===== src/rtl/wb_regfile_if.sv =====
// Bus bundle between the execute/decode side and the write-back register file.
// Master drives results and read requests; slave returns reads and latch state.
interface wb_regfile_if #(
  parameter int DATA_W    = 32,
  parameter int REG_IDX_W = 5
);
  logic                 stall_in;
  logic                 flush_in;
  logic                 rdE_in;
  logic [REG_IDX_W-1:0] rdIdx_in;
  logic [DATA_W-1:0]    rdData_in;
  logic                 re1_in;
  logic [REG_IDX_W-1:0] rs1Idx_in;
  logic [DATA_W-1:0]    rs1Data_out;
  logic                 re2_in;
  logic [REG_IDX_W-1:0] rs2Idx_in;
  logic [DATA_W-1:0]    rs2Data_out;
  logic                 wbE_out;
  logic [REG_IDX_W-1:0] wbIdx_out;
  logic [DATA_W-1:0]    wbData_out;

  modport master (
    output stall_in, flush_in,
    output rdE_in, rdIdx_in, rdData_in,
    output re1_in, rs1Idx_in,
    output re2_in, rs2Idx_in,
    input  rs1Data_out, rs2Data_out,
    input  wbE_out, wbIdx_out, wbData_out
  );

  modport slave (
    input  stall_in, flush_in,
    input  rdE_in, rdIdx_in, rdData_in,
    input  re1_in, rs1Idx_in,
    input  re2_in, rs2Idx_in,
    output rs1Data_out, rs2Data_out,
    output wbE_out, wbIdx_out, wbData_out
  );
endinterface


===== src/rtl/wb_regfile.sv =====
// Write-back stage: MEM/WB latch plus 32x32 integer register file, x0 tied to 0.
// Define REGFILE_BYPASS_EN to forward the pending write-back onto the read ports.
module wb_regfile #(
  parameter int DATA_W    = 32,
  parameter int REG_IDX_W = 5,
  parameter int NUM_REGS  = 2**REG_IDX_W
) (
  input  logic        clk_in,
  input  logic        rst_in,
  wb_regfile_if.slave bus
);

  logic                 wb_e_q, wb_e_d;
  logic [REG_IDX_W-1:0] wb_idx_q, wb_idx_d;
  logic [DATA_W-1:0]    wb_data_q, wb_data_d;
  logic [DATA_W-1:0]    regs_q [NUM_REGS];

  logic                 commit;
  logic [DATA_W-1:0]    rs1_data, rs2_data;

  always_comb begin
    wb_e_d    = wb_e_q;
    wb_idx_d  = wb_idx_q;
    wb_data_d = wb_data_q;
    if (bus.flush_in) begin
      wb_e_d    = 1'b0;
      wb_idx_d  = '0;
      wb_data_d = '0;
    end else if (!bus.stall_in) begin
      wb_e_d    = bus.rdE_in;
      wb_idx_d  = bus.rdIdx_in;
      wb_data_d = bus.rdData_in;
    end
  end

  // Commit is driven from the pre-edge latch, so a flush never cancels it.
  assign commit = wb_e_q && (wb_idx_q != '0);

  always_ff @(posedge clk_in) begin
    if (!rst_in) begin
      wb_e_q    <= 1'b0;
      wb_idx_q  <= '0;
      wb_data_q <= '0;
      for (int i = 0; i < NUM_REGS; i++) begin
        regs_q[i] <= '0;
      end
    end else begin
      wb_e_q    <= wb_e_d;
      wb_idx_q  <= wb_idx_d;
      wb_data_q <= wb_data_d;
      if (commit) begin
        regs_q[wb_idx_q] <= wb_data_q;
      end
    end
  end

  always_comb begin
    rs1_data = '0;
    if (rst_in && bus.re1_in && (bus.rs1Idx_in != '0)) begin
`ifdef REGFILE_BYPASS_EN
      if (wb_e_q && (wb_idx_q == bus.rs1Idx_in)) begin
        rs1_data = wb_data_q;
      end else begin
        rs1_data = regs_q[bus.rs1Idx_in];
      end
`else
      rs1_data = regs_q[bus.rs1Idx_in];
`endif
    end
  end

  always_comb begin
    rs2_data = '0;
    if (rst_in && bus.re2_in && (bus.rs2Idx_in != '0)) begin
`ifdef REGFILE_BYPASS_EN
      if (wb_e_q && (wb_idx_q == bus.rs2Idx_in)) begin
        rs2_data = wb_data_q;
      end else begin
        rs2_data = regs_q[bus.rs2Idx_in];
      end
`else
      rs2_data = regs_q[bus.rs2Idx_in];
`endif
    end
  end

  assign bus.rs1Data_out = rs1_data;
  assign bus.rs2Data_out = rs2_data;
  assign bus.wbE_out     = wb_e_q;
  assign bus.wbIdx_out   = wb_idx_q;
  assign bus.wbData_out  = wb_data_q;

endmodule


===== src/flat_wrapper.sv =====
// flat-port wrapper written by rule: the top's interface ports become plain ports
module wb_regfile_flat 
#(
  parameter int DATA_W    = 32,
  parameter int REG_IDX_W = 5,
  parameter int NUM_REGS  = 2**REG_IDX_W
)
  (clk_in, rst_in, bus_stall_in, bus_flush_in, bus_rdE_in, bus_rdIdx_in, bus_rdData_in, bus_re1_in, bus_rs1Idx_in, bus_re2_in, bus_rs2Idx_in, bus_rs1Data_out, bus_rs2Data_out, bus_wbE_out, bus_wbIdx_out, bus_wbData_out);
  wb_regfile_if #(.DATA_W(DATA_W), .REG_IDX_W(REG_IDX_W)) bus_i ();
  input  logic clk_in;
  input  logic rst_in;
  input wire logic [$bits(bus_i.stall_in)-1:0] bus_stall_in;
  input wire logic [$bits(bus_i.flush_in)-1:0] bus_flush_in;
  input wire logic [$bits(bus_i.rdE_in)-1:0] bus_rdE_in;
  input wire logic [$bits(bus_i.rdIdx_in)-1:0] bus_rdIdx_in;
  input wire logic [$bits(bus_i.rdData_in)-1:0] bus_rdData_in;
  input wire logic [$bits(bus_i.re1_in)-1:0] bus_re1_in;
  input wire logic [$bits(bus_i.rs1Idx_in)-1:0] bus_rs1Idx_in;
  input wire logic [$bits(bus_i.re2_in)-1:0] bus_re2_in;
  input wire logic [$bits(bus_i.rs2Idx_in)-1:0] bus_rs2Idx_in;
  output wire logic [$bits(bus_i.rs1Data_out)-1:0] bus_rs1Data_out;
  output wire logic [$bits(bus_i.rs2Data_out)-1:0] bus_rs2Data_out;
  output wire logic [$bits(bus_i.wbE_out)-1:0] bus_wbE_out;
  output wire logic [$bits(bus_i.wbIdx_out)-1:0] bus_wbIdx_out;
  output wire logic [$bits(bus_i.wbData_out)-1:0] bus_wbData_out;
  assign bus_i.stall_in = bus_stall_in;
  assign bus_i.flush_in = bus_flush_in;
  assign bus_i.rdE_in = bus_rdE_in;
  assign bus_i.rdIdx_in = bus_rdIdx_in;
  assign bus_i.rdData_in = bus_rdData_in;
  assign bus_i.re1_in = bus_re1_in;
  assign bus_i.rs1Idx_in = bus_rs1Idx_in;
  assign bus_i.re2_in = bus_re2_in;
  assign bus_i.rs2Idx_in = bus_rs2Idx_in;
  assign bus_rs1Data_out = bus_i.rs1Data_out;
  assign bus_rs2Data_out = bus_i.rs2Data_out;
  assign bus_wbE_out = bus_i.wbE_out;
  assign bus_wbIdx_out = bus_i.wbIdx_out;
  assign bus_wbData_out = bus_i.wbData_out;
  wb_regfile #(.DATA_W(DATA_W), .REG_IDX_W(REG_IDX_W), .NUM_REGS(NUM_REGS)) u_core (.clk_in(clk_in), .rst_in(rst_in), .bus(bus_i));
endmodule

===== config.mk =====
export PLATFORM = sky130hd
export DESIGN_NAME = wb_regfile_flat
export DESIGN_NICKNAME = d
export VERILOG_FILES = /design/src/rtl/wb_regfile_if.sv /design/src/rtl/wb_regfile.sv /design/src/flat_wrapper.sv
export SDC_FILE = /design/constraint.sdc
export NUM_CORES = 2
export LEC_CHECK = 0
export CELL_PAD_IN_SITES_DETAIL_PLACEMENT = 1
export CELL_PAD_IN_SITES_GLOBAL_PLACEMENT = 1
export CORE_ASPECT_RATIO = 0.5
export CORE_MARGIN = 3
export CORE_UTILIZATION = 48
export DETAILED_ROUTE_END_ITERATION = 12
export GPL_TIMING_DRIVEN = 0
export PLACE_DENSITY = 0.78
export SLEW_MARGIN = 20
export SYNTH_ARGS = -nofsm -noshare
export SYNTH_HDL_FRONTEND = slang
export SYNTH_SLANG_ARGS = --single-unit

===== constraint.sdc =====
create_clock -name clk_in -period 4.5 [get_ports clk_in]
set_clock_uncertainty 0.15 [all_clocks]
set_input_delay 0.9 -clock clk_in [delete_from_list [all_inputs] [get_ports clk_in]]
set_output_delay 0.9 -clock clk_in [all_outputs]
set_load 0.01 [all_outputs]

After elaboration in Yosys (flattened, before gate mapping)
Memory sizes are Yosys's and may differ from the RTL's.
Cells that the tools add are included.
{ "word_totals": {"in_bits": 54, "register_bits": 38, "word_cells": 24, "ramBits": 1024, "mem_count": 1} }
{ "memory_table": {"columns": ["memory", "depth", "word_bits", "rd", "rd_clocked_by_memory_dff", "wr", "line_no", "rtl"], "rows": [
  ["u_core.regs_q", 32, 32, 2, 0, 32, "wb_regfile.sv:16", "logic [DATA_W-1:0] regs_q [NUM_REGS];"]
]} }
{ "op_classes": {"reduce_logical": 10, "bitwise": 1, "n_mux": 9} }
{ "op_table": {"columns": ["operator", "n"], "rows": [
  ["32-bit 2-to-1 mux", 3],
  ["32-bit OR reduction", 1],
  ["5-bit nonzero test", 3],
  ["1-bit logical AND", 5],
  ["1-bit 2-to-1 mux", 5],
  ["5-bit 2-to-1 mux", 1],
  ["2-bit OR reduction", 1],
  ["1-bit inverter", 1]
]} }

Logic depth before layout (Yosys ltp)
{ "depth": {"depth_word": 7, "mapped_depth": 8, "mapped_depth_nobuf": 4} }

Worst setup path before layout
OpenSTA, ideal clock, no wires.
{ "synth_timing": {"path_kind": "input-to-reg", "startpoint": "input port rst_in", "endpoint": "memory u_core.regs_q[28][0], enable pin", "required_ns": 3.884, "path_stages": 4, "n_path_buf": 1, "path_slack_ns": 0.055, "arrival_time_ns": 3.829, "cell_sequence": "nand2_1 or3_1 clkbuf_1 o21ai_0"} }
{ "synth_rtl": {"columns": ["item", "line_no", "rtl"], "rows": [
  ["from (decl)", "flat_wrapper.sv:11", "input logic rst_in;"],
  ["to (decl)", "wb_regfile.sv:16", null]
]} }

Worst setup path after layout
{ "layout_timing": {"startpoint": "input port bus_rs1Idx_in[2]", "endpoint": "output port bus_rs1Data_out[6]"} }
{ "layout_via": {"elab_chain_len": 3, "elab_cells_between_ends": 4, "cone_classes": "1 x mux; 2 x reduce/logical; 1 x memory"} }
{ "layout_rtl": {"columns": ["item", "line_no", "rtl"], "rows": [
  ["from (decl)", "flat_wrapper.sv:18", "input wire logic [$bits(bus_i.rs1Idx_in)-1:0] bus_rs1Idx_in;"],
  ["parallel branches: the longest is 2 deep, another holds memory read 32 x 32 bit", null, null],
  ["32-bit 2-to-1 mux (*)", "wb_regfile.sv:59", "if (rst_in && bus.re1_in && (bus.rs1Idx_in != '0)) begin"],
  ["to (decl)", "flat_wrapper.sv:21", "output wire logic [$bits(bus_i.rs1Data_out)-1:0] bus_rs1Data_out;"]
]} }
Mark *: on every way between the ends.

==> impl_metrics.tcl <==
set metrics [dict create \
    rsz0062_at_grt "true" \
    violations "negative setup slack" \
    yosys-top-cells-count "edfxtp_1 (1,024), and2_1 (995), mux2i_1 (514)" \
    required_ps 3450 \
    crit_top_cell "buf_12" \
    crit_path_start_kind "input pin" \
    finalPower_mw 24.3 \
    yosysWarnings 0 \
    vias 43742 \
    use_met1 0.549 \
    initial_core_util 0.488 \
    hold_viol 0 \
    synth-main-ff-cell "edfxtp_1" \
    die_w_um 493 \
    ys_seq_elements 1062 \
    synth_cell_types 44 \
    grt_pass1_wl_um 368000 \
    path_max_fanout 10 \
    drtIter0Drc 8047 \
    synth_top_area_frac 0.541 \
    critPathCaptureType "output pin" \
    synth_cells 4087 \
    final_util 0.587 \
    yosys.area.top_type "edfxtp_1" \
    grt_start_max_net_pins 18 \
    max_freq_ghz 0.218 \
    use_met2 0.610 \
    r2r_cells 5 \
    r2r-end "u_core.regs_q[21][28]" \
    fin_ws_ps -91.6 \
    path_buf_inv 5 \
    drv_cap 0 \
    firstDrtPassIters 6 \
    routed_via_density 7.14 \
    path_class "in -> out" \
    dieArea_mm2 0.123 \
    antenna_found_initial 30 \
    hp-class "reg -> reg" \
    synth_edf_count 1024 \
    worst_pin_slew_ps 1350 \
    cp_num_cells 9 \
    port_buffers 149 \
    slowest_delay_ps 600 \
    synthTopCellsByArea "edfxtp_1 (54%), and2_1 (11%), mux4_2 (11%)" \
    ys_seq_area_frac 0.555 \
    final_cells 6125 \
    clockRootBuffer "clkbuf_16" \
    dp_slack_ps -1730 \
    clk_pin_slew_ps 70 \
    cts_tree "yes" \
    cp-endpoint "bus_rs1Data_out[6]" \
    final_layout_size_suffix_gt1_frac 0.231 \
    finalSetupTns_ps -731 \
    ctsHoldBuffers 0 \
    io_pins 156 \
    post-dp-hpwl_um 204000 \
    hp-start "u_core.bus.wbData_out[14]" \
    clockBufferDepth 3 \
    insertion_delay_ps 770 \
    cts-buffers-inserted 100 \
    place_congestion 1.05 \
    grt_overflow 0 \
    route.detailed.drc 0 \
    r2r_setup_slack_ps 510 \
    timing.rr.start "u_core.bus.wbE_out" \
    h-tree-depth 3 \
    met3_usage 0.260 \
    cp_top_family "buffers and inverters" \
    die_y_um 249 \
    avgRoutedWirePerCell_um 45.0 \
    status "finished, violations left" \
    wirelength_um 275000 \
    syn_to_final_growth_pct 20.3 \
    hold_depth 2 \
    track_usage 0.440 \
    grt_pass1_vias 43464 \
    cts_sinks 1062 \
    min_period_over_period 1.02 \
    core_mm2 0.116 \
    peakVddDrop_uv 311 \
    power.density_mw_per_mm2 355 \
    finalMaxSlewViolations 0 \
    num_rows 88 \
    setup.worst_path.start "bus_rs1Idx_in[2]" \
    syn-cell-area_mm2 0.0568 \
    syn_avg_cell_area_um2 13.9 \
    cp_data_arrival_time_ps 3540 \
    async_flop_share 0 \
    period_minus_slack_ps 4590 \
    synthMostInstantiatedCell "edfxtp_1" \
    antenna_left 0 \
    final-setup-viol-count 20 \
    busiest_layer "met2" \
    slew_headroom 0.102 \
    nNetsFinal 4490 \
    dp.cells 5906 \
    p_leak_nw 25.4 \
    crit_chain "buf_6 > buf_12 > buf_12 > buf_12 > mux2i_1 > a22oi_1 > nand4_1 > a211oi_2 > clkdlybuf4s50_1" \
    cpMaxStageDelayCell "clkdlybuf4s50_1" \
]
## metal layers
metal / part of all wire / vias up
met3: 0.18 / 860
met1: 0.35 / 22650
met5: 0.0024 / -
met2: 0.41 / 3957
li1: - / 16239
met4: 0.054 / 36
## kinds of logic after synthesis
logic type / after synthesis / synth area share
and+or+nand+nor: 1288 / 0.134
DFF: 1062 / 0.555
muxes: 868 / 0.216
buffers and inverters: 441 / 0.0380
AOI/OAI and AO/OA: 427 / 0.0576
other: 1 / 0.0000660
## power breakdown
part | total, mW | switching [mW] | internal [mW]
sequential | 11.4 | 0.236 | 11.1
combinational | 3.39 | 2.17 | 1.21
clock | 9.53 | 4.22 | 5.31
total | 24.3 | 6.63 | 17.7
## worst register-to-register path, stage by stage (launching register included)
cell,delay [ps]
dfxtp_1,500
nand4b_1,900
clkbuf_2,730
nor2_1,630
clkbuf_1,680
and2_1,260
## registers in the layout, summed over array words and instances, names as in the netlist
| name | flops |
|---|---|
| u_core.bus.wbData_out | 32 |
| u_core.bus.wbE_out | 1 |
| u_core.regs_q | 1024 |
| u_core.bus.wbIdx_out | 5 |
## what timing repair did
item,in CTS,in global routing
gates resized for setup,527,80
pin swaps,65,33
endpoints found under the setup margin,64,36
buffers inserted,6,3
## how the worst min path moves through the flow
stage          slack [ps]                        end
6_report              450  u_core.bus.wbData_out[14]
5_1_grt               500  u_core.bus.wbData_out[14]
4_1_cts               450  u_core.bus.wbData_out[14]
3_5_place_dp          440  u_core.bus.wbData_out[14]
3_3_place_gp          430  u_core.bus.wbData_out[14]
2_1_floorplan         430    u_core.bus.wbIdx_out[0]
## final cells by class
type,instances,area (um2)
buffer,433,3080
tap,1575,1970
clock inverter,76,933
clock buffer,107,2550
fill,10893,48000
multi-input combinational,2615,25000
antenna,33,82.6
timing repair buffer,222,3250
sequential,1062,31500
inverter,2,7.51
## cell usage in the layout (no fill, tap or decap), types with 29 or more instances in the layout
master / n
edfxtp_1: 1024
and2_1: 993
mux2i_1: 512
mux4_2: 267
clkbuf_1: 195
clkdlybuf4s50_1: 107
clkbuf_16: 102
a22oi_1: 97
nand2_1: 92
mux2_2: 79
nor2_1: 67
buf_4: 61
buf_16: 59
buf_6: 41
dfxtp_1: 38
clkbuf_2: 34
nand4_1: 34
diode_2: 33
o22ai_1: 32
a211oi_1: 32
conb_1: 32
a21oi_1: 31
o21ai_4: 31
clkbuf_4: 29
## stage by stage
step | hold slack (ps) | area (um2)
5_1_grt | 497 | 68300
6_report | 449 | 68400
2_1_floorplan | 427 | 56900
4_1_cts | 450 | 68000
3_5_place_dp | 437 | 62500
3_3_place_gp | 431 | 60400
(Power assumes the default switching activity.)
